[src/rtl/stfq_rank_compute.sv]
// stfq_rank_compute: Start-Time Fair Queuing rank stage (2-stage pipeline) feeding flow_pifo enqueue.
// Define STFQ_WEIGHT_EN to add per-flow weight (length right-shift) configuration ports.
module stfq_rank_compute #(
   parameter int  NUM_FLOWS      = 16,
   parameter int  PRIORITY_WIDTH = 16,
   parameter int  LENGTH_WIDTH   = 11,
   localparam int FLOW_ID_WIDTH  = $clog2(NUM_FLOWS)
) (
   input  logic                      clk,
   input  logic                      reset,
   input  logic                      i__pkt_valid,
   output logic                      o__pkt_ready,
   input  logic [FLOW_ID_WIDTH-1:0]  i__pkt_flow_id,
   input  logic [LENGTH_WIDTH-1:0]   i__pkt_length,
   output logic                      o__enqueue,
   output logic [PRIORITY_WIDTH-1:0] o__enqueue_priority,
   output logic [FLOW_ID_WIDTH-1:0]  o__enqueue_flow_id,
   input  logic                      i__enqueue_ready,
   input  logic                      i__dequeue_valid,
   input  logic [PRIORITY_WIDTH-1:0] i__dequeue_priority,
   output logic [PRIORITY_WIDTH-1:0] o__virtual_time,
`ifdef STFQ_WEIGHT_EN
   input  logic                      i__cfg_wr,
   input  logic [FLOW_ID_WIDTH-1:0]  i__cfg_flow_id,
   input  logic [2:0]                i__cfg_shift,
`endif
   output logic                      o__overflow
);

   logic                      s1_valid_q, s1_valid_d;
   logic [FLOW_ID_WIDTH-1:0]  s1_flow_q, s1_flow_d;
   logic [LENGTH_WIDTH-1:0]   s1_len_q, s1_len_d;
   logic                      enq_q, enq_d;
   logic [PRIORITY_WIDTH-1:0] prio_q, prio_d;
   logic [FLOW_ID_WIDTH-1:0]  flow_q, flow_d;
   logic [PRIORITY_WIDTH-1:0] vtime_q, vtime_d;
   logic                      ovf_q, ovf_d;
   logic [PRIORITY_WIDTH-1:0] last_finish_q [NUM_FLOWS];
   logic [PRIORITY_WIDTH-1:0] last_finish_d [NUM_FLOWS];

   logic                      s2_advance;
   logic                      accept;
   logic                      tbl_we;
   logic [PRIORITY_WIDTH-1:0] lf_rd;
   logic [PRIORITY_WIDTH-1:0] start;
   logic [PRIORITY_WIDTH-1:0] finish;
   logic [PRIORITY_WIDTH:0]   finish_wide;
   logic [LENGTH_WIDTH-1:0]   eff_len;

   assign s2_advance   = ~enq_q | i__enqueue_ready;
   assign o__pkt_ready = ~s1_valid_q | s2_advance;
   assign accept       = i__pkt_valid & o__pkt_ready;
   // The table is written exactly when S1 moves into S2, so a same-flow packet
   // entering S1 on that edge reads the fresh finish tag next cycle.
   assign tbl_we       = s1_valid_q & s2_advance;

   assign lf_rd = last_finish_q[s1_flow_q];
   assign start = (vtime_q > lf_rd) ? vtime_q : lf_rd;

`ifdef STFQ_WEIGHT_EN
   logic [2:0] shift_q [NUM_FLOWS];
   logic [2:0] shift_d [NUM_FLOWS];

   always_comb begin
      shift_d = shift_q;
      if (i__cfg_wr) shift_d[i__cfg_flow_id] = i__cfg_shift;
   end

   always_ff @(posedge clk or negedge reset) begin
      if (!reset) shift_q <= '{default: '0};
      else        shift_q <= shift_d;
   end

   assign eff_len = s1_len_q >> shift_q[s1_flow_q];
`else
   assign eff_len = s1_len_q;
`endif

   assign finish_wide = {1'b0, start} + (PRIORITY_WIDTH+1)'(eff_len);
   assign finish      = finish_wide[PRIORITY_WIDTH] ? '1 : finish_wide[PRIORITY_WIDTH-1:0];

   always_comb begin
      s1_valid_d = s1_valid_q;
      s1_flow_d  = s1_flow_q;
      s1_len_d   = s1_len_q;
      if (accept) begin
         s1_valid_d = 1'b1;
         s1_flow_d  = i__pkt_flow_id;
         s1_len_d   = i__pkt_length;
      end else if (s2_advance) begin
         s1_valid_d = 1'b0;
      end
   end

   always_comb begin
      enq_d  = enq_q;
      prio_d = prio_q;
      flow_d = flow_q;
      if (s2_advance) begin
         enq_d = s1_valid_q;
         if (s1_valid_q) begin
            prio_d = start;
            flow_d = s1_flow_q;
         end
      end
   end

   always_comb begin
      last_finish_d = last_finish_q;
      if (tbl_we) last_finish_d[s1_flow_q] = finish;
   end

   // Virtual time is monotonic: stale dequeue priorities never pull it back.
   assign vtime_d = (i__dequeue_valid && (i__dequeue_priority > vtime_q)) ? i__dequeue_priority : vtime_q;
   assign ovf_d   = ovf_q | (tbl_we & finish_wide[PRIORITY_WIDTH]);

   always_ff @(posedge clk or negedge reset) begin
      if (!reset) begin
         s1_valid_q    <= 1'b0;
         s1_flow_q     <= '0;
         s1_len_q      <= '0;
         enq_q         <= 1'b0;
         prio_q        <= '0;
         flow_q        <= '0;
         vtime_q       <= '0;
         ovf_q         <= 1'b0;
         last_finish_q <= '{default: '0};
      end else begin
         s1_valid_q    <= s1_valid_d;
         s1_flow_q     <= s1_flow_d;
         s1_len_q      <= s1_len_d;
         enq_q         <= enq_d;
         prio_q        <= prio_d;
         flow_q        <= flow_d;
         vtime_q       <= vtime_d;
         ovf_q         <= ovf_d;
         last_finish_q <= last_finish_d;
      end
   end

   assign o__enqueue          = enq_q;
   assign o__enqueue_priority = prio_q;
   assign o__enqueue_flow_id  = flow_q;
   assign o__virtual_time     = vtime_q;
   assign o__overflow         = ovf_q;

endmodule

[config.mk]
export PLATFORM = sky130hd
export DESIGN_NAME = stfq_rank_compute
export DESIGN_NICKNAME = d
export VERILOG_FILES = /design/src/rtl/stfq_rank_compute.sv
export SDC_FILE = /design/constraint.sdc
export NUM_CORES = 1
export LEC_CHECK = 0
export ABC_AREA = 1
export ABC_CLOCK_PERIOD_IN_PS = 6300
export CAP_MARGIN = 20
export CORE_MARGIN = 5
export CORE_UTILIZATION = 35
export CTS_BUF_LIST = sky130_fd_sc_hd__clkbuf_4
export DETAILED_ROUTE_END_ITERATION = 7
export PLACE_DENSITY = 0.59
export SYNTH_ARGS = -nofsm -noshare
export SYNTH_HDL_FRONTEND = slang
export SYNTH_SLANG_ARGS = --single-unit
[constraint.sdc]
create_clock -name clk -period 6.3 [get_ports clk]
set_input_delay 1.26 -clock clk [delete_from_list [all_inputs] [get_ports clk]]
set_output_delay 1.26 -clock clk [all_outputs]
set_load 0.005 [all_outputs]
-- Word level (Yosys, flattened, before mapping)
Index checks and enable logic that the tools add are counted.
- register bits: 310
- bits in latches: 0
- RAM bits: 0
- memory bits (read-only): 0
- input bits: 36
- output and inout port bits: 39
- memories kept: 0
- add/sub/neg operators: 1
- $mul: 0
- div/mod/pow operators: 0
- magnitude comparators: 4
- eq/ne operators: 0
- shift operators: 0
- mux-type cells: 10
- bitwise operators: 9
- reductions and logical operators: 4
- operators with widths (kind ; count):
    bitwise mux 256 bit ; 1
    2-to-1 mux 16 bit ; 5
    binary-select mux 16 bit (select 4 bit) ; 1
    demux 16 bit (select 4 bit) ; 1
    greater-than comparator 16 bit ; 2
    adder 16 x 11 -> 17 bit ; 1
    >= comparator 5 bit, second input constant ; 1
    less-than comparator 5 x 1 -> 1 bit, second input constant ; 1
    inverter 4 -> 5 bit ; 1
    AND 1 bit ; 3
    bitwise OR 1 bit ; 3
    logical AND 1 bit ; 2
    2-to-1 mux 1 bit ; 2
    inverter 1 bit ; 2
    AND reduction 2 bit ; 1
    nonzero test 2 bit ; 1

-- Logic depth before layout (Yosys ltp)
- word-level depth: 9
- mapped depth: 40

-- Least setup slack after synthesis
Ideal clock, no wire load.
- path kind: reg-to-reg
- start point: register s1_flow_q[0]
- end point: register last_finish_q[143] in the netlist's numbering
- setup time: 0.117 ns
- arrival time: 5.054 ns
- required time: 6.183 ns
- slack: 1.128 ns
- stages on the path, launching flop included: 36
- buffers on the path: 6
- period minus slack after synthesis: 5.172 ns
- cells stage by stage: dfrtp_1 -> buf_4 -> nor2_2 -> buf_4 -> clkinv_1 -> clkbuf_1 -> o22ai_1 -> o21ai_0 -> nand3_1 -> a21oi_1 -> ha_1 -> nand2_1 -> nor2_1 -> nand2_1 -> nand2_1 -> nand2_1 -> nand2_1 -> nand2_1 -> buf_2 -> inv_1 -> clkbuf_1 -> nand2_1 -> o21ai_0 -> ha_1 -> a21o_1 -> a21oi_1 -> nand2_1 -> a21boi_0 -> o21bai_1 -> inv_1 -> nor2_1 -> nand3_1 -> nand3_1 -> buf_2 -> nand2_1 -> nand2_1
- word-level cells in the longest chain between the ends: 9
- elaborated cells on any way between the ends: 14
- RTL lines (element ; RTL line ; text):
    start, declared ; 31 ; logic [FLOW_ID_WIDTH-1:0] s1_flow_q, s1_flow_d;
    start signal, assigned ; 130 ; s1_flow_q <= s1_flow_d;
    inverter 4 -> 5 bit (not written as such) * ; 57 ; assign lf_rd = last_finish_q[s1_flow_q];
    binary-select mux 16 bit (select 4 bit) * ; 57 ;
    2-to-1 mux 16 bit (not written as such) * (2 in series) ; 57 ;
    greater-than comparator 16 bit ; 58 ; assign start = (vtime_q > lf_rd) ? vtime_q : lf_rd;
    2-to-1 mux 16 bit * ; 58 ;
    named net start[4] ; 45 ; logic [PRIORITY_WIDTH-1:0] start;
    adder 16 x 11 -> 17 bit * ; 79 ; assign finish_wide = {1'b0, start} + (PRIORITY_WIDTH+1)'(eff_len);
    2-to-1 mux 16 bit * ; 80 ; assign finish = finish_wide[PRIORITY_WIDTH] ? '1 : finish_wide[PRIORITY_WIDTH-1:0];
    bitwise mux 256 bit * ; 110 ; if (tbl_we) last_finish_d[s1_flow_q] = finish;
    end signal, assigned ; 137 ; last_finish_q <= last_finish_d;
    end, declared ; 38 ; logic [PRIORITY_WIDTH-1:0] last_finish_q [NUM_FLOWS];
The timed path passes the listed nets; every way through them passes the cells marked *. The select of a mux whose other input is x is not followed.
A chain may end at the register's enable or synchronous reset.

-- Worst setup path in the final report
- start point: register s1_flow_q[1]
- end point: register last_finish_q[251] in the netlist's numbering
Same word-level chain as after synthesis.

==> metrics.sh <==
CLOCK_INSERTION_DELAY_WORST_SKEW_PS=730
POSTCTSHOLDBUFS=0
WORSTPATHREQUIRED_PS=6850
CPPEAKSTAGEDELAY_PS=460
CRITPATHARRIVALTIME_PS=6430
YOSYSWARNINGCOUNT=0
HOLD_PATH.CLASS='reg2reg'
TOTALNEGATIVESETUPSLACK_PS=0
POST-ROUTE-MIN-PERIOD_PS=5890
FIRSTDRTPASSITERS=5
PORTBUFFERS=74
RUN_STATUS='complete, no violations'
COMMONEST_NON_FILL_NON_TAP_CELL_IN_THE_LAYOUT='sky130_fd_sc_hd__nand2_1'
CRITPATHLAUNCHTYPE='flop'
FINAL_MAX_SLEW_VIOL_COUNT=0
POWER.DENSITY_CELL_AREA_nW_PER_UM2=593
SYNTH.TOP_CELL.AREA_SHARE=0.513
ROWS=76
POSTSYNTHNETCOUNT=1939
CLOCK_SKEW_PS=38.9
CRITPATHMOSTFREQUENTCELL='sky130_fd_sc_hd__nand2_1'
FINAL_NET_COUNT=2050
CLOCK_SINKS=310
YOSYS.CELL_TYPES.COUNT=38
ROUTED_WIRE_LENGTH_PER_INSTANCE_MICRONS=16.8
MAXCAPVIOLCOUNT=0
TIMING.MAX_SLEW.REL_SLACK=0.395
STARTING_DRT_DRC_COUNT=1008
MIN_PERIOD_OVER_PERIOD=0.935
CLOCK_PIN_SLEW_WORST_SETUP_AND_HOLD_PATHS_PS=60
SYNTH_AREA_LEADER_CELL='sky130_fd_sc_hd__dfrtp_1'
ANTENNA_FOUND_INITIAL=2
GR-USAGE-ALL-LAYERS=0.187
CTS_MAX_LEVEL=3
POST-ROUTE-DRC-COUNT=0
CRIT_PATH_MAX_FANOUT=28
CP-END-KIND='flop'
ANT_NETS=0
SYNTH_SEQ_AREA_SHARE=0.513
TIMING.CRITICAL_PATH.SLOWEST_STAGE_CELL='sky130_fd_sc_hd__dfrtp_1'
FINAL_AREA_SQ_UM=17600
WORST_SLEW_PIN_SLEW_PS=905
R2R.WORST_PATH.CELLS=29
DIE_WIDTH_MICRONS=218
INITIAL_CORE_UTIL=0.352
GLOBALROUTEOVERFLOWTOTAL=0
YS_TOP_CELLS_BY_AREA='sky130_fd_sc_hd__dfrtp_1 51%, sky130_fd_sc_hd__nand2_1 14%, sky130_fd_sc_hd__inv_1 6.0%'
PLACED_AREA_SQ_UM=16600
MOST_FREQUENT_CELLS_IN_THE_LAYOUT='553 x sky130_fd_sc_hd__nand2_1, 310 x sky130_fd_sc_hd__dfrtp_1, 238 x sky130_fd_sc_hd__inv_1, 156 x sky130_fd_sc_hd__o21ai_0, 115 x sky130_fd_sc_hd__clkbuf_4'
TRITONCTS_CLOCK_TREE='yes'
GRT_PASS1_VIAS=13100
VIAS_PER_CELL=4.97
FINALSETUPVIOLCOUNT=0
FLOPS_LATCHES_SYNTH=310
CTS-ROOT-TO-SINK-BUFFERS=3
YS_DOMINANT_REG_CELL='sky130_fd_sc_hd__dfrtp_1'
SYNTH_CELLS=1859
CRIT_TYPE='reg2reg'
DIEAREA_SQ_UM=47400
TOTALPOWERFINAL_uW=10500
FINALWIRELENGTH_MICRONS=43900
SYNTHARSTFLOPSHARE=1.00
DIE_HEIGHT_MICRONS=218
COUNT_OF_FLIP_FLOPS_WITH_A_BUILT_IN_ENABLE_AFTER_SYNTHESIS=0
PIN_COUNT_OF_THE_BIGGEST_NET_ENTERING_GLOBAL_ROUTING=122
STATIC-LEAKAGE-POWER_uW=0.00848
POST_ROUTE_CELLS_DRIVE_ABOVE_1_SHARE=0.113
FINAL_UTIL=0.411
AREA_OF_THE_CORE_REGION_SQ_UM=42900
NFILLCELLS=4324
SYN-CELL-AREA_SQ_UM=15100
HPWL_AFTER_DETAILED_PLACEMENT_MICRONS=28600
FINAL_HOLD_VIOL_COUNT=0
IR_DROP_uV=452
GP_CONGESTION=0.867
FINAL.HOLD.WORST_SLACK_PS=479
TRITONCTS.NUM_BUFFERS=80
IOS=75
HOLDPATHSTAGES=2
CTS_ROOT_BUF='sky130_fd_sc_hd__clkbuf_4'
ROUTED-VIA-COUNT=13000
LAYOUT-AREA-OVERHEAD-VS-SYNTH_PCT=16.6
SYN_AREA_PER_CELL_SQ_UM=8.13
CLOCK.FMAX_MHz=170
GRT_FIRST_PASS_WIRELENGTH_MICRONS=71500
[worst max-delay path, delay by kind of cell (launching register included)]
family / cells / cell delay [ps]
compound gates: 10 / 1910
xor+xnor: 1 / 190
fa+ha+maj: 2 / 640
buf+inv: 6 / 1280
flops: 1 / 460
simple gates: 10 / 1220
[path summary, 6_finish.rpt]
check,from,to,slack [ps]
setup / recovery,s1_flow_q[1],last_finish_q[251],410
hold / removal,last_finish_q[255],last_finish_q[255],480
setup reg to reg,s1_flow_q[1],last_finish_q[251],410
hold reg to reg,last_finish_q[255],last_finish_q[255],480
max in group asynchronous,reset,last_finish_q[250],4540
min in group asynchronous,reset,o__virtual_time[14],530
[report_power, final]
group	leakage [uW]	internal (uW)	switching (uW)	total, uW
registers	0.00364	2920	420	3340
clock network	0.000571	832	820	1650
logic	0.00427	1750	3710	5460
[per-layer routing]
metal | vias to the layer above | GRT usage | share of wire
li1 | 6293 | - | -
met1 | 6169 | 0.257 | 0.45
met2 | 434 | 0.301 | 0.46
met3 | 78 | 0.0393 | 0.067
met4 | 0 | 0.0561 | 0.022
met5 | - | 0 | 0
[logic make-up (layout without fill, tap and decap cells)]
group                      after synthesis  count (layout)  share of synthesized area
AOI/OAI and AO/OA                      438             438                      0.161
xor gates and xnor gates                 8               8                    0.00464
adders and majority gates               44              44                     0.0369
buffers and inverters                  337             498                     0.0892
DFF                                    310             310                      0.513
muxes                                   10              10                    0.00745
other                                    0               3                          0
and+or+nand+nor                        712             712                      0.187
[metrics by stage]
step                      setup WS, ps  instances
after global routing            -0.608       2608
after global placement             476       2465
after CTS                          347       2597
final                              411       2608
after floorplan                   1130       1859
after detailed placement           373       2465
[final cells by class]
cell class / count / area (sq um) / share of cell area
Multi-Input combinational cell: 1212 / 6100 / 0.346
Timing Repair inverter: 1 / 7.51 / 0.000426
Antenna cell: 3 / 7.51 / 0.000426
Tap cell: 585 / 732 / 0.0415
Timing Repair Buffer: 118 / 1150 / 0.0653
Sequential cell: 310 / 7760 / 0.440
Inverter: 247 / 935 / 0.0531
Clock buffer: 115 / 863 / 0.0490
Clock inverter: 17 / 67.6 / 0.00383
[state kept, by name, indices dropped and copies added (netlist names)]
register and cells:
o__overflow 1, o__enqueue 1, s1_valid_q 1, o__virtual_time 16, o__enqueue_flow_id 4, o__enqueue_priority 16
s1_flow_q 4, eff_len 11, last_finish_q 256
[synth_stat cells (11+ instances only)]
library cell,count
sky130_fd_sc_hd__nor2_1,99
sky130_fd_sc_hd__nand3_1,24
sky130_fd_sc_hd__nand2_1,554
sky130_fd_sc_hd__buf_2,12
sky130_fd_sc_hd__a21oi_1,55
sky130_fd_sc_hd__a31oi_1,28
sky130_fd_sc_hd__o21ai_0,159
sky130_fd_sc_hd__dfrtp_1,310
sky130_fd_sc_hd__o21ai_1,86
sky130_fd_sc_hd__inv_1,240
sky130_fd_sc_hd__clkbuf_1,62
sky130_fd_sc_hd__nand4_1,16
sky130_fd_sc_hd__o221ai_1,11
sky130_fd_sc_hd__ha_1,43
sky130_fd_sc_hd__a22oi_1,18
sky130_fd_sc_hd__o22ai_1,68
[what timing repair did]
action                                  CTS  global route
buffers inserted                          0             7
resized for setup                         0            15
endpoints found under the setup margin    0           217
endpoints found under the hold margin     0             0
Power figures use the tool's default switching activity.
